$ cat src/rtl/lock_input_pkg.sv
// Shared types and constants for the combination-lock input front end.
//
// Contents:
//   key_state_e    - per-key debounce FSM state (2-bit encoding)
//   DEFAULT_*      - default debounce length, synchronizer depth, code width
//   cnt_width()    - width of a counter that must hold 0..cycles
package lock_input_pkg;

  typedef enum logic [1:0] {
    IDLE         = 2'd0,
    PRESS_WAIT   = 2'd1,
    HELD         = 2'd2,
    RELEASE_WAIT = 2'd3
  } key_state_e;

  // 10 ms at 50 MHz
  localparam int unsigned DEFAULT_DEBOUNCE_CYCLES = 500000;
  localparam int unsigned DEFAULT_SYNC_STAGES     = 2;
  localparam int unsigned DEFAULT_DATA_W          = 4;

  // Bits needed to represent 0..cycles inclusive; never less than 1.
  function automatic int unsigned cnt_width(input int unsigned cycles);
    if (cycles + 1 <= 2) return 1;
    return $clog2(cycles + 1);
  endfunction

endpackage

$ cat src/rtl/lock_key_debounce.sv
// Synchronizer + debounce FSM for one active-low pushbutton.
//
// Ports:
//   Clock     in   system clock, rising edge
//   Resetn    in   asynchronous active-low reset
//   key_n_i   in   raw active-low key, asynchronous and bouncing
//   accept_o  out  combinational one-cycle strobe on the edge a press is
//                  accepted (the caller registers it)
//
// The FSM state is held in state_q (key_state_e) for probing.
// SYNC_STAGES must be at least 2.
module lock_key_debounce
  import lock_input_pkg::*;
#(
  parameter int unsigned DEBOUNCE_CYCLES = DEFAULT_DEBOUNCE_CYCLES,
  parameter int unsigned SYNC_STAGES     = DEFAULT_SYNC_STAGES
) (
  input  logic Clock,
  input  logic Resetn,
  input  logic key_n_i,
  output logic accept_o
);

  localparam int unsigned       CNT_W    = cnt_width(DEBOUNCE_CYCLES);
  localparam logic [CNT_W-1:0]  CNT_ONE  = CNT_W'(1);
  localparam logic [CNT_W-1:0]  CNT_LAST = CNT_W'(DEBOUNCE_CYCLES - 1);
  localparam logic [CNT_W-1:0]  CNT_MAX  = CNT_W'(DEBOUNCE_CYCLES);

  // Synchronizer resets to the released level so reset never looks like a press.
  logic [SYNC_STAGES-1:0] sync_q;
  logic                   key_s;

  always_ff @(posedge Clock or negedge Resetn) begin
    if (!Resetn) sync_q <= '1;
    else         sync_q <= {sync_q[SYNC_STAGES-2:0], key_n_i};
  end

  assign key_s = sync_q[SYNC_STAGES-1];

  key_state_e       state_q, state_d;
  logic [CNT_W-1:0] cnt_q, cnt_d;

  always_ff @(posedge Clock or negedge Resetn) begin
    if (!Resetn) begin
      state_q <= IDLE;
      cnt_q   <= '0;
    end else begin
      state_q <= state_d;
      cnt_q   <= cnt_d;
    end
  end

  // cnt_q counts consecutive samples at the new level; the accept/release
  // decision is taken on the DEBOUNCE_CYCLES-th such sample. The counter
  // saturates at DEBOUNCE_CYCLES rather than wrapping.
  always_comb begin
    state_d  = state_q;
    cnt_d    = cnt_q;
    accept_o = 1'b0;
    unique case (state_q)
      IDLE: begin
        if (!key_s) begin
          state_d = PRESS_WAIT;
          cnt_d   = CNT_ONE;
        end
      end
      PRESS_WAIT: begin
        if (key_s) begin
          state_d = IDLE;
          cnt_d   = '0;
        end else if (cnt_q >= CNT_LAST) begin
          state_d  = HELD;
          cnt_d    = '0;
          accept_o = 1'b1;
        end else if (cnt_q != CNT_MAX) begin
          cnt_d = cnt_q + CNT_ONE;
        end
      end
      HELD: begin
        if (key_s) begin
          state_d = RELEASE_WAIT;
          cnt_d   = CNT_ONE;
        end
      end
      RELEASE_WAIT: begin
        if (!key_s) begin
          state_d = HELD;
          cnt_d   = '0;
        end else if (cnt_q >= CNT_LAST) begin
          state_d = IDLE;
          cnt_d   = '0;
        end else if (cnt_q != CNT_MAX) begin
          cnt_d = cnt_q + CNT_ONE;
        end
      end
      default: begin
        state_d = IDLE;
        cnt_d   = '0;
      end
    endcase
  end

endmodule

$ cat src/rtl/lock_input_frontend.sv
// Input stage of the combination lock: turns two bouncing active-low keys
// into single-cycle Enter/Change pulses and captures the switch code X on
// the same edge, so X is stable whenever a pulse qualifies it.
//
// Ports:
//   Clock        in   system clock, rising edge
//   Resetn       in   asynchronous active-low reset
//   KeyEnter_n   in   raw Enter key, active-low, bouncing
//   KeyChange_n  in   raw Change key, active-low, bouncing
//   SW           in   raw switch code [DATA_W]
//   X            out  registered code, reloaded only when a pulse is issued
//   Enter        out  one-cycle pulse per accepted Enter press
//   Change       out  one-cycle pulse per accepted Change press
//
// Enter and Change are qualifiers for X with no back-pressure: the lock
// samples X in exactly the cycle a pulse is high.
module lock_input_frontend
  import lock_input_pkg::*;
#(
  parameter int unsigned DEBOUNCE_CYCLES = DEFAULT_DEBOUNCE_CYCLES,
  parameter int unsigned SYNC_STAGES     = DEFAULT_SYNC_STAGES,
  parameter int unsigned DATA_W          = DEFAULT_DATA_W
) (
  input  logic              Clock,
  input  logic              Resetn,
  input  logic              KeyEnter_n,
  input  logic              KeyChange_n,
  input  logic [DATA_W-1:0] SW,
  output logic [DATA_W-1:0] X,
  output logic              Enter,
  output logic              Change
);

  logic enter_acc;
  logic change_acc;

  lock_key_debounce #(
    .DEBOUNCE_CYCLES (DEBOUNCE_CYCLES),
    .SYNC_STAGES     (SYNC_STAGES)
  ) u_enter_key (
    .Clock    (Clock),
    .Resetn   (Resetn),
    .key_n_i  (KeyEnter_n),
    .accept_o (enter_acc)
  );

  lock_key_debounce #(
    .DEBOUNCE_CYCLES (DEBOUNCE_CYCLES),
    .SYNC_STAGES     (SYNC_STAGES)
  ) u_change_key (
    .Clock    (Clock),
    .Resetn   (Resetn),
    .key_n_i  (KeyChange_n),
    .accept_o (change_acc)
  );

  // Bitwise synchronization: skew between bits is harmless because X is only
  // loaded on an accept, long after the switches have settled.
  logic [SYNC_STAGES-1:0][DATA_W-1:0] sw_sync_q;

  always_ff @(posedge Clock or negedge Resetn) begin
    if (!Resetn) sw_sync_q <= '0;
    else         sw_sync_q <= {sw_sync_q[SYNC_STAGES-2:0], SW};
  end

  logic [DATA_W-1:0] x_q, x_d;
  logic              enter_q, enter_d;
  logic              change_q, change_d;

  // Enter wins a same-edge tie; the losing Change press is dropped, not queued.
  always_comb begin
    enter_d  = enter_acc;
    change_d = change_acc & ~enter_acc;
    x_d      = x_q;
    if (enter_acc || change_acc) x_d = sw_sync_q[SYNC_STAGES-1];
  end

  always_ff @(posedge Clock or negedge Resetn) begin
    if (!Resetn) begin
      x_q      <= '0;
      enter_q  <= 1'b0;
      change_q <= 1'b0;
    end else begin
      x_q      <= x_d;
      enter_q  <= enter_d;
      change_q <= change_d;
    end
  end

  assign X      = x_q;
  assign Enter  = enter_q;
  assign Change = change_q;

endmodule
$ cat config.mk
export PLATFORM = sky130hd
export DESIGN_NAME = lock_input_frontend
export DESIGN_NICKNAME = d
export VERILOG_FILES = /design/src/rtl/lock_input_pkg.sv /design/src/rtl/lock_key_debounce.sv /design/src/rtl/lock_input_frontend.sv
export SDC_FILE = /design/constraint.sdc
export NUM_CORES = 1
export LEC_CHECK = 0
export ABC_AREA = 1
export ABC_CLOCK_PERIOD_IN_PS = 2260
export BUFFER_PORTS_ARGS = -buffer_cell sky130_fd_sc_hd__buf_4
export CAP_MARGIN = 0
export CELL_PAD_IN_SITES_DETAIL_PLACEMENT = 1
export CELL_PAD_IN_SITES_GLOBAL_PLACEMENT = 1
export CORE_AREA = 4 4 94 96
export DETAILED_ROUTE_END_ITERATION = 10
export DIE_AREA = 0 0 98 100
export PLACE_DENSITY = 0.83
export SKIP_CTS_REPAIR_TIMING = 1
export SYNTH_ARGS = -nofsm -noshare
export SYNTH_HDL_FRONTEND = slang
export SYNTH_HIERARCHICAL = 1
export SYNTH_SLANG_ARGS = --single-unit
export TNS_END_PERCENT = 30
$ cat constraint.sdc
create_clock -name Clock -period 2.26 [get_ports Clock]
set_input_delay 0.452 -clock Clock [delete_from_list [all_inputs] [get_ports Clock]]
set_output_delay 0.452 -clock Clock [all_outputs]
set_load 0.02 [all_outputs]
# After elaboration in Yosys (flattened, before gate mapping)
# Index checks and enable logic that the tools add are counted.
totals:
  out_inout_bits: 6
  register_bits: 60
  input_bits: 8
  elab_cells: 74
op_classes:
  bitwise: 2
  eq_ne: 16
  magnitude_cmp: 2
  n_addsub: 2
  mux: 34
  reduce_logical: 7
ops:
  columns: ["op", "n"]
  rows:
  - ["19-bit two-way mux", 12]
  - ["19-bit one-hot mux with 4 select lines", 2]
  - ["19-bit by 1-bit adder with 19-bit output (second input constant)", 2]
  - ["19-bit >= comparator (second input constant)", 2]
  - ["19-bit inequality test (second input constant)", 2]
  - ["2-bit two-way mux", 12]
  - ["2-bit one-hot mux with 4 select lines", 2]
  - ["2-bit == test (second input constant)", 4]
  - ["4-bit AND reduction", 2]
  - ["1-bit two-way mux", 6]
  - ["3-bit by 1-bit inequality test with 1-bit output (second input constant)", 2]
  - ["3-bit inequality test (second input constant)", 2]
  - ["2-bit by 1-bit == test with 1-bit output (second input constant)", 2]
  - ["2-bit zero test", 2]
  - ["2-bit by 1-bit inequality test with 1-bit output (second input constant)", 2]
  - ["2-bit inequality test (second input constant)", 2]
  - ["2-bit AND reduction", 2]
  - ["1-bit AND", 1]
  - ["1-bit logical OR", 1]
  - ["1-bit NOT", 1]

# Depth between registers and ports, before layout
# Gate-level depths: netlist of run 1.
logic_depth:
  word_depth: 6
  mapped_depth: 12
  depth_no_buf: 11

# Cells and area by module
# Netlist of run 1, hierarchy kept.
modules_own_cells:
  columns: ["mod", "instances", "cells_each", "area_each_um2"]
  rows:
  - ["lock_key_debounce (u_change_key)", 1, 231, 1627.8]
  - ["lock_key_debounce (u_enter_key)", 1, 208, 1619.1]
  - ["lock_input_frontend", 1, 29, 414.1]

# Worst setup path before layout of run 1
# No wires, ideal clock.
synth_timing:
  path_kind: "register to register"
  start: "register u_enter_key.cnt_q[1]"
  end: "register x_q[0] (netlist: X[0])"
  stages_incl_launch_ff: 11
  setup_time_ps: 123
  setup_slack_ps: 469
  required_time_ps: 2137
  arrival_time_ps: 1668
  period_less_slack_ps: 1791
  path_cell_list: "dfrtp_1 ha_1 nand3_2 nor2_1 nand3_1 nand2_2 nor2_8 nor3_1 nor2_2 nand2_1 nand2_1"
synth_via:
  elab_chain_cells: 5
synth_rtl:
  columns: ["item", "line", "source"]
  rows:
  - ["start: declaration", "lock_key_debounce.sv:41", "logic [CNT_W-1:0] cnt_q, cnt_d;"]
  - ["start signal: assignment", "lock_key_debounce.sv:49", "cnt_q <= cnt_d;"]
  - ["19-bit >= comparator", "lock_key_debounce.sv:71", "end else if (cnt_q >= CNT_LAST) begin"]
  - ["1-bit two-way mux", "lock_key_debounce.sv:71", null]
  - ["1-bit two-way mux", "lock_key_debounce.sv:68", "if (key_s) begin"]
  - ["1-bit two-way mux", "lock_key_debounce.sv:60", "unique case (state_q)"]
  - ["named net enter_acc", "lock_input_frontend.sv:34", "logic enter_acc;"]
  - ["1-bit logical OR", "lock_input_frontend.sv:75", "if (enter_acc || change_acc) x_d = sw_sync_q[SYNC_STAGES-1];"]
  - ["end signal: assignment", "lock_input_frontend.sv:80", "x_q <= '0;"]
  - ["end signal: assignment", "lock_input_frontend.sv:84", "x_q <= x_d;"]
  - ["end: declaration", "lock_input_frontend.sv:66", "logic [DATA_W-1:0] x_q, x_d;"]
# The timed path passes the listed nets, and every way through them passes these cells.
# A chain may end at the register's enable or synchronous reset.

# Worst setup path in the final report of run 1
layout_timing:
  start: "register u_change_key.cnt_q[8]"
  end: "register x_q[1] (netlist: X[1])"
layout_via:
  elab_chain_cells: 5
layout_rtl:
  columns: ["item", "line", "source"]
  rows:
  - ["start: declaration", "lock_key_debounce.sv:41", null]
  - ["start signal: assignment", "lock_key_debounce.sv:49", null]
  - ["19-bit >= comparator", "lock_key_debounce.sv:71", null]
  - ["1-bit two-way mux", "lock_key_debounce.sv:71", null]
  - ["1-bit two-way mux", "lock_key_debounce.sv:68", null]
  - ["1-bit two-way mux", "lock_key_debounce.sv:60", null]
  - ["named net change_acc", "lock_input_frontend.sv:35", "logic change_acc;"]
  - ["1-bit logical OR", "lock_input_frontend.sv:75", null]
# The timed path passes the listed nets, and every way through them passes these cells.

==> qor.yml, run 1 <==
clock_network:
  h-tree-depth: 3
  cts_tree: "yes"
  cts_buffers: 9
  insertion_delay_ns: 0.34
  cts_root_buffer: "clkbuf_8"
  clk_pin_slew_ns: 0.07
  cts_buffer_depth: 2
  cts_sinks: 60
worst_setup_path:
  worst_ep_required_time_ns: 2.48
  crit_path_max_fanout: 8
  crit_path_end_kind: "flop"
  worstPathArrival_ns: 2.14
  critPathKind: "reg2reg"
  reg2regPathDepth: 12
  start_kind: "flop"
final_layout:
  fin_area_mm2: 0.00403
  layout_common_cells: "nand2_1, dfrtp_1, inv_1, nor2_1, nand3_1"
  fin_nets: 499
  area_delta_synth_final_pct: 10.1
  diodes: 0
  drive_gt1_frac: 0.191
  layout_commonest_cell: "nand2_1"
  instances_no_fill: 597
timing:
  hold_viol_final: 0
  final-max-slew-violation-count: 0
  max_freq_ghz: 0.520
  period_share: 0.851
  rsz0062_at_grt: "false"
  period_needed_ns: 1.92
  final.setup.tns_ns: 0
  setup_viol: 0
  worst_pin_slew_ns: 0.782
  slew_headroom: 0.479
  skew_ns: 0.0109
routing:
  post-route-drc-count: 0
  drt-pass1-iter-count: 4
  dr_total_vias: 3174
  drt-initial-drc-count: 70
  postRouteWirelength_um: 9370
  viasPerCell: 5.32
  ant_nets: 0
  wire_per_inst_um: 15.7
place:
  io_buffers: 13
  dpl-instance-area_mm2: 0.00384
  gp_congestion: 0.832
  hpwl_um: 6830
  dp_cells: 581
grt:
  grt_pass1_wl_um: 16700
  grt_max_degree: 61
  antenna_found_initial: 0
  grt_pass1_vias: 3488
  grt-ovfl-total: 0
  groute.usage.overall: 0.211
power:
  cellPowerDensity_mw_per_mm2: 731
  p_leak_nw: 1.85
  p_total_mw: 2.95
  ir_worst_vdd_mv: 0.365
logic_synthesis:
  yosys_register_bits: 60
  synth_flop_cell: "dfrtp_1"
  netlist_instances: 468
  synth_area_mm2: 0.00366
  synth_cell_types: 37
  async_reset_ff_frac: 1.00
  netlist.area_leader.share: 0.383
  yosysSeqAreaShare: 0.411
  synth_edf_count: 0
  ys_top_cells_by_area: "dfrtp_1, nand2_1, inv_1"
  synth_nets: 480
  synth_area_per_cell_um2: 7.82
  yosysWarnings: 6
  synth_top_cell_by_area: "dfrtp_1"
floorplan:
  row_count: 33
  initial_core_util: 0.455
  ios: 14
  die_x_um: 98
  dieArea_mm2: 0.00980
  core-area_mm2: 0.00805
  floorplan.die.height_um: 100
job:
  cap_violations: 0
outcome:
  status: "finished, final reports clean"
hold_path:
  hold_path_class: "in2async"
## path summary, 6_finish.rpt
kind	from	slack [ns]	end
max reg2reg	u_change_key/cnt_q[8]	0.34	X[1]
min reg2reg	sw_sync_q[3]	0.36	sw_sync_q[7]
min in group Clock	SW[0]	0.22	sw_sync_q[0]
max	u_change_key/cnt_q[8]	0.34	X[1]
min	Resetn	0.19	u_change_key/cnt_q[7]
max in group asynchronous	Resetn	1.55	u_change_key/cnt_q[17]
## cell usage after synthesis, types with 2 or more instances
library cell  count
nor2_2           15
o21ai_0          15
buf_6             3
nor2_1           38
o22ai_1           5
o21ai_1           5
buf_2             2
nand3_2           6
o22ai_2          11
nor3_1           10
dfstp_2           4
nand2_2           7
inv_2             6
dfrtp_1          56
ha_1              4
buf_4             3
o21ai_2           2
nand2_1         133
nand3_1          36
xor2_1           18
inv_1            55
nand4_1          17
nor2_4            2
nand3b_1          2
## kinds of logic after synthesis
kind of cell | synth area share
XOR/XNOR | 0.0431
AO/OA/AOI/OAI | 0.0916
buffers and inverters | 0.0871
adder cells (fa/ha/maj) | 0.0137
AND/OR/NAND/NOR | 0.353
flip-flops | 0.411
## sequential cells by signal, summed over array words and instances, names as in the netlist, named ones only
signal                count
sw_sync_q                 8
u_change_key/cnt_q       19
u_enter_key/sync_q        2
u_change_key/state_q      1
u_enter_key/state_q       1
u_change_key/sync_q       2
u_enter_key/cnt_q        19
X                         4
Enter                     1
Change                    1
## per-stage QoR
| step | utilization | setup WS [ns] | hold WS, ns |
|---|---|---|---|
| floorplan | - | 0.469 | 0.156 |
| global placement | 0.477 | 0.429 | 0.333 |
| detailed placement | 0.477 | 0.338 | 0.343 |
| CTS | 0.501 | 0.319 | 0.193 |
| global route | 0.501 | 0.0805 | 0.185 |
| finish | 0.501 | 0.337 | 0.191 |
## layer usage
metal | routed length [um] | track usage | vias up
met3 | 273 | 0.0438 | 8
met4 | 106 | 0.0714 | 0
met1 | 4020 | 0.256 | 1590
met2 | 4970 | 0.374 | 39
met5 | 0 | 0 | -
li1 | - | - | 1537
## worst max-delay path, cell delays in order, from the launching register on
cell and delay, ns:
dfrtp_1 0.51, inv_1 0.12, nor2_1 0.12, nand3_1 0.09
nor2_1 0.19, nand2_1 0.08, nand2_1 0.06, nor2_1 0.09
nor3_1 0.21, buf_4 0.18, nor2_2 0.06, nand2_1 0.06
nand2_1 0.05
## layout make-up
cell class	instances	area [um^2]
Clock buffer	11	131
Clock inverter	5	62.6
Fill cell	1024	4020
Inverter	61	229
Multi-Input combinational cell	337	1840
Sequential cell	60	1510
Tap cell	105	131
Timing Repair Buffer	18	135
## power by group
part	total [mW]	switching, mW	leakage [nW]	internal (mW)
clock network	0.963	0.449	0.0897	0.514
logic	0.739	0.522	0.963	0.217
registers	1.25	0.0895	0.794	1.16
Note: power is estimated with default switching activity, not from simulation.
==> run 2, diff against run 1 <==
- BUFFER_PORTS_ARGS: -buffer_cell sky130_fd_sc_hd__buf_4 -> default
- CORE_AREA: 4 4 94 96 -> 4 4 93 95
- DIE_AREA: 0 0 98 100 -> 0 0 97 99
- DONT_BUFFER_PORTS: default -> 1
==> run 2 against run 1 <==
- sequential share of layout area increased by 0.39 points
- via count decreased by 1.4%
- total power increased by 5.2%
- die area decreased by 2.0%
- critical path depth shrank 1
- final area decreased by 1.0%
- hold slack worse by 0.082 ns
- combinational power is 0.9% higher
- clock power up 14%
- register-to-register slack lost 0.14 ns
- critical endpoint is now X[0]
- largest cell class unchanged
- largest power group unchanged
==> qor.yml, run 2 (synthesis results as in run 1) <==
routing:
  post-route-drc-count: 0
  dr_total_vias: 3128
  drt-pass1-iter-count: 4
  viasPerCell: 5.37
  wire_per_inst_um: 16.2
  drt-initial-drc-count: 170
  postRouteWirelength_um: 9450
  ant_nets: 0
worst_setup_path:
  reg2regPathDepth: 11
  crit_path_end_kind: "flop"
  startpoint: "u_change_key/cnt_q[1]"
  crit_slowest_cell: "dfrtp_1"
  timing.rr.start: "u_change_key/cnt_q[1]"
  crit_path_max_fanout: 6
  critPathKind: "reg2reg"
  worst_ep_required_time_ns: 2.47
  start_kind: "flop"
  max_stage_delay_ns: 0.43
  worstPathArrival_ns: 2.27
  crit_path_cell_trace: "ha_1 -> nand2_1 -> nor2_2 -> nand3_1 -> o21ai_0 -> nor2_2 -> nor3_1 -> buf_4 -> nor2_2 -> nand2_1 -> nand2_1"
final_layout:
  layout_common_cells: "nand2_1, dfrtp_1, inv_1, nor2_1, nand3_1"
  layout_commonest_cell: "nand2_1"
  drive_gt1_frac: 0.175
  diodes: 0
  reg_top3: "u_change_key/cnt_q: 19 flops, u_enter_key/cnt_q: 19 flops, sw_sync_q: 8 flops"
  area_delta_synth_final_pct: 8.99
  fin_nets: 487
  instances_no_fill: 582
place:
  gp_congestion: 0.839
  hpwl_um: 6740
  io_buffers: 0
  dp_cells: 564
floorplan:
  row_count: 32
  die_x_um: 97
  ios: 14
  initial_core_util: 0.474
  dieArea_mm2: 0.00960
  floorplan.die.height_um: 99
  core-area_mm2: 0.00773
timing:
  slew_headroom: 0.709
  period_share: 0.912
  worst_pin_slew_ns: 0.433
  rsz0062_at_grt: "false"
  hold_viol_final: 0
  period_needed_ns: 2.06
  final.setup.tns_ns: 0
  skew_ns: 0.0126
  setup_viol: 0
  max_freq_ghz: 0.485
  final-max-slew-violation-count: 0
grt:
  grt_pass1_wl_um: 16400
  grt_max_degree: 61
  grt_pass1_vias: 3331
  antenna_found_initial: 0
  groute.usage.overall: 0.210
  grt-ovfl-total: 0
clock_network:
  cts_root_buffer: "clkbuf_8"
  insertion_delay_ns: 0.34
  cts_buffer_depth: 2
  cts_tree: "yes"
  h-tree-depth: 3
  clk_pin_slew_ns: 0.07
  cts_sinks: 60
  cts_buffers: 9
hold_path:
  hold_path_class: "in2reg"
  hold_start: "KeyChange_n"
  worstHoldPathCells: 0
power:
  ir_worst_vdd_mv: 0.480
  cellPowerDensity_mw_per_mm2: 777
  p_leak_nw: 1.81
outcome:
  status: "finished, final reports clean"
job:
  cap_violations: 0
-- run 2: report_power, final --
part / internal, mW / switching (mW) / total, mW
Sequential: 1.16 / 0.0957 / 1.25
Combinational: 0.206 / 0.541 / 0.746
Clock: 0.626 / 0.476 / 1.10
-- run 2: path summary, 6_finish.rpt --
kind                                     endpoint  slack (ns)
min in group asynchronous    u_enter_key/cnt_q[5]        0.65
max reg2reg                                  X[0]        0.20
min reg2reg                          sw_sync_q[4]        0.35
max in group asynchronous  u_change_key/sync_q[1]        1.29
max                                          X[0]        0.20
min                        u_change_key/sync_q[0]        0.11
-- run 2: cell type report --
type,count,area (um^2)
inverters,61,229
repair buffers,6,67.6
fillers,972,3740
flip-flops and latches,60,1510
clock buffers,9,124
well taps,102,128
multi-input cells,337,1840
clock inverters,7,97.6
-- run 2: routing by layer --
metal,GRT usage,vias up,routed length [um],part of all wire
li1,-,1520,-,-
met1,0.283,1547,4510,0.48
met2,0.340,51,4410,0.47
met3,0.0453,10,430,0.046
met4,0.0616,0,97,0.010
met5,0,-,0,0
-- run 2: critical path: cells and delay by family, from the launching register on --
| kind | cells | cell delay, ns |
|---|---|---|
| buffers and inverters | 1 | 0.18 |
| AND/OR/NAND/NOR | 8 | 0.85 |
| AO/OA/AOI/OAI | 1 | 0.26 |
| adder cells (fa/ha/maj) | 1 | 0.24 |
| flip-flops | 1 | 0.43 |
-- run 2: metrics by stage --
| step | cell area, um^2 | setup WS [ns] | total power [mW] | hold slack [ns] | utilization |
|---|---|---|---|---|---|
| 4_1_cts | 3950 | 0.177 | 3.09 | -0.214 | 0.511 |
| 3_3_place_gp | 3730 | 0.399 | 1.93 | 0.160 | 0.483 |
| 3_5_place_dp | 3730 | 0.277 | 1.99 | 0.160 | 0.483 |
| 6_report | 3990 | 0.200 | 3.10 | 0.109 | 0.516 |
| 5_1_grt | 3990 | 0.0131 | 3.27 | 0.0886 | 0.516 |
| 2_1_floorplan | 3660 | 0.469 | 1.80 | 0.156 | - |
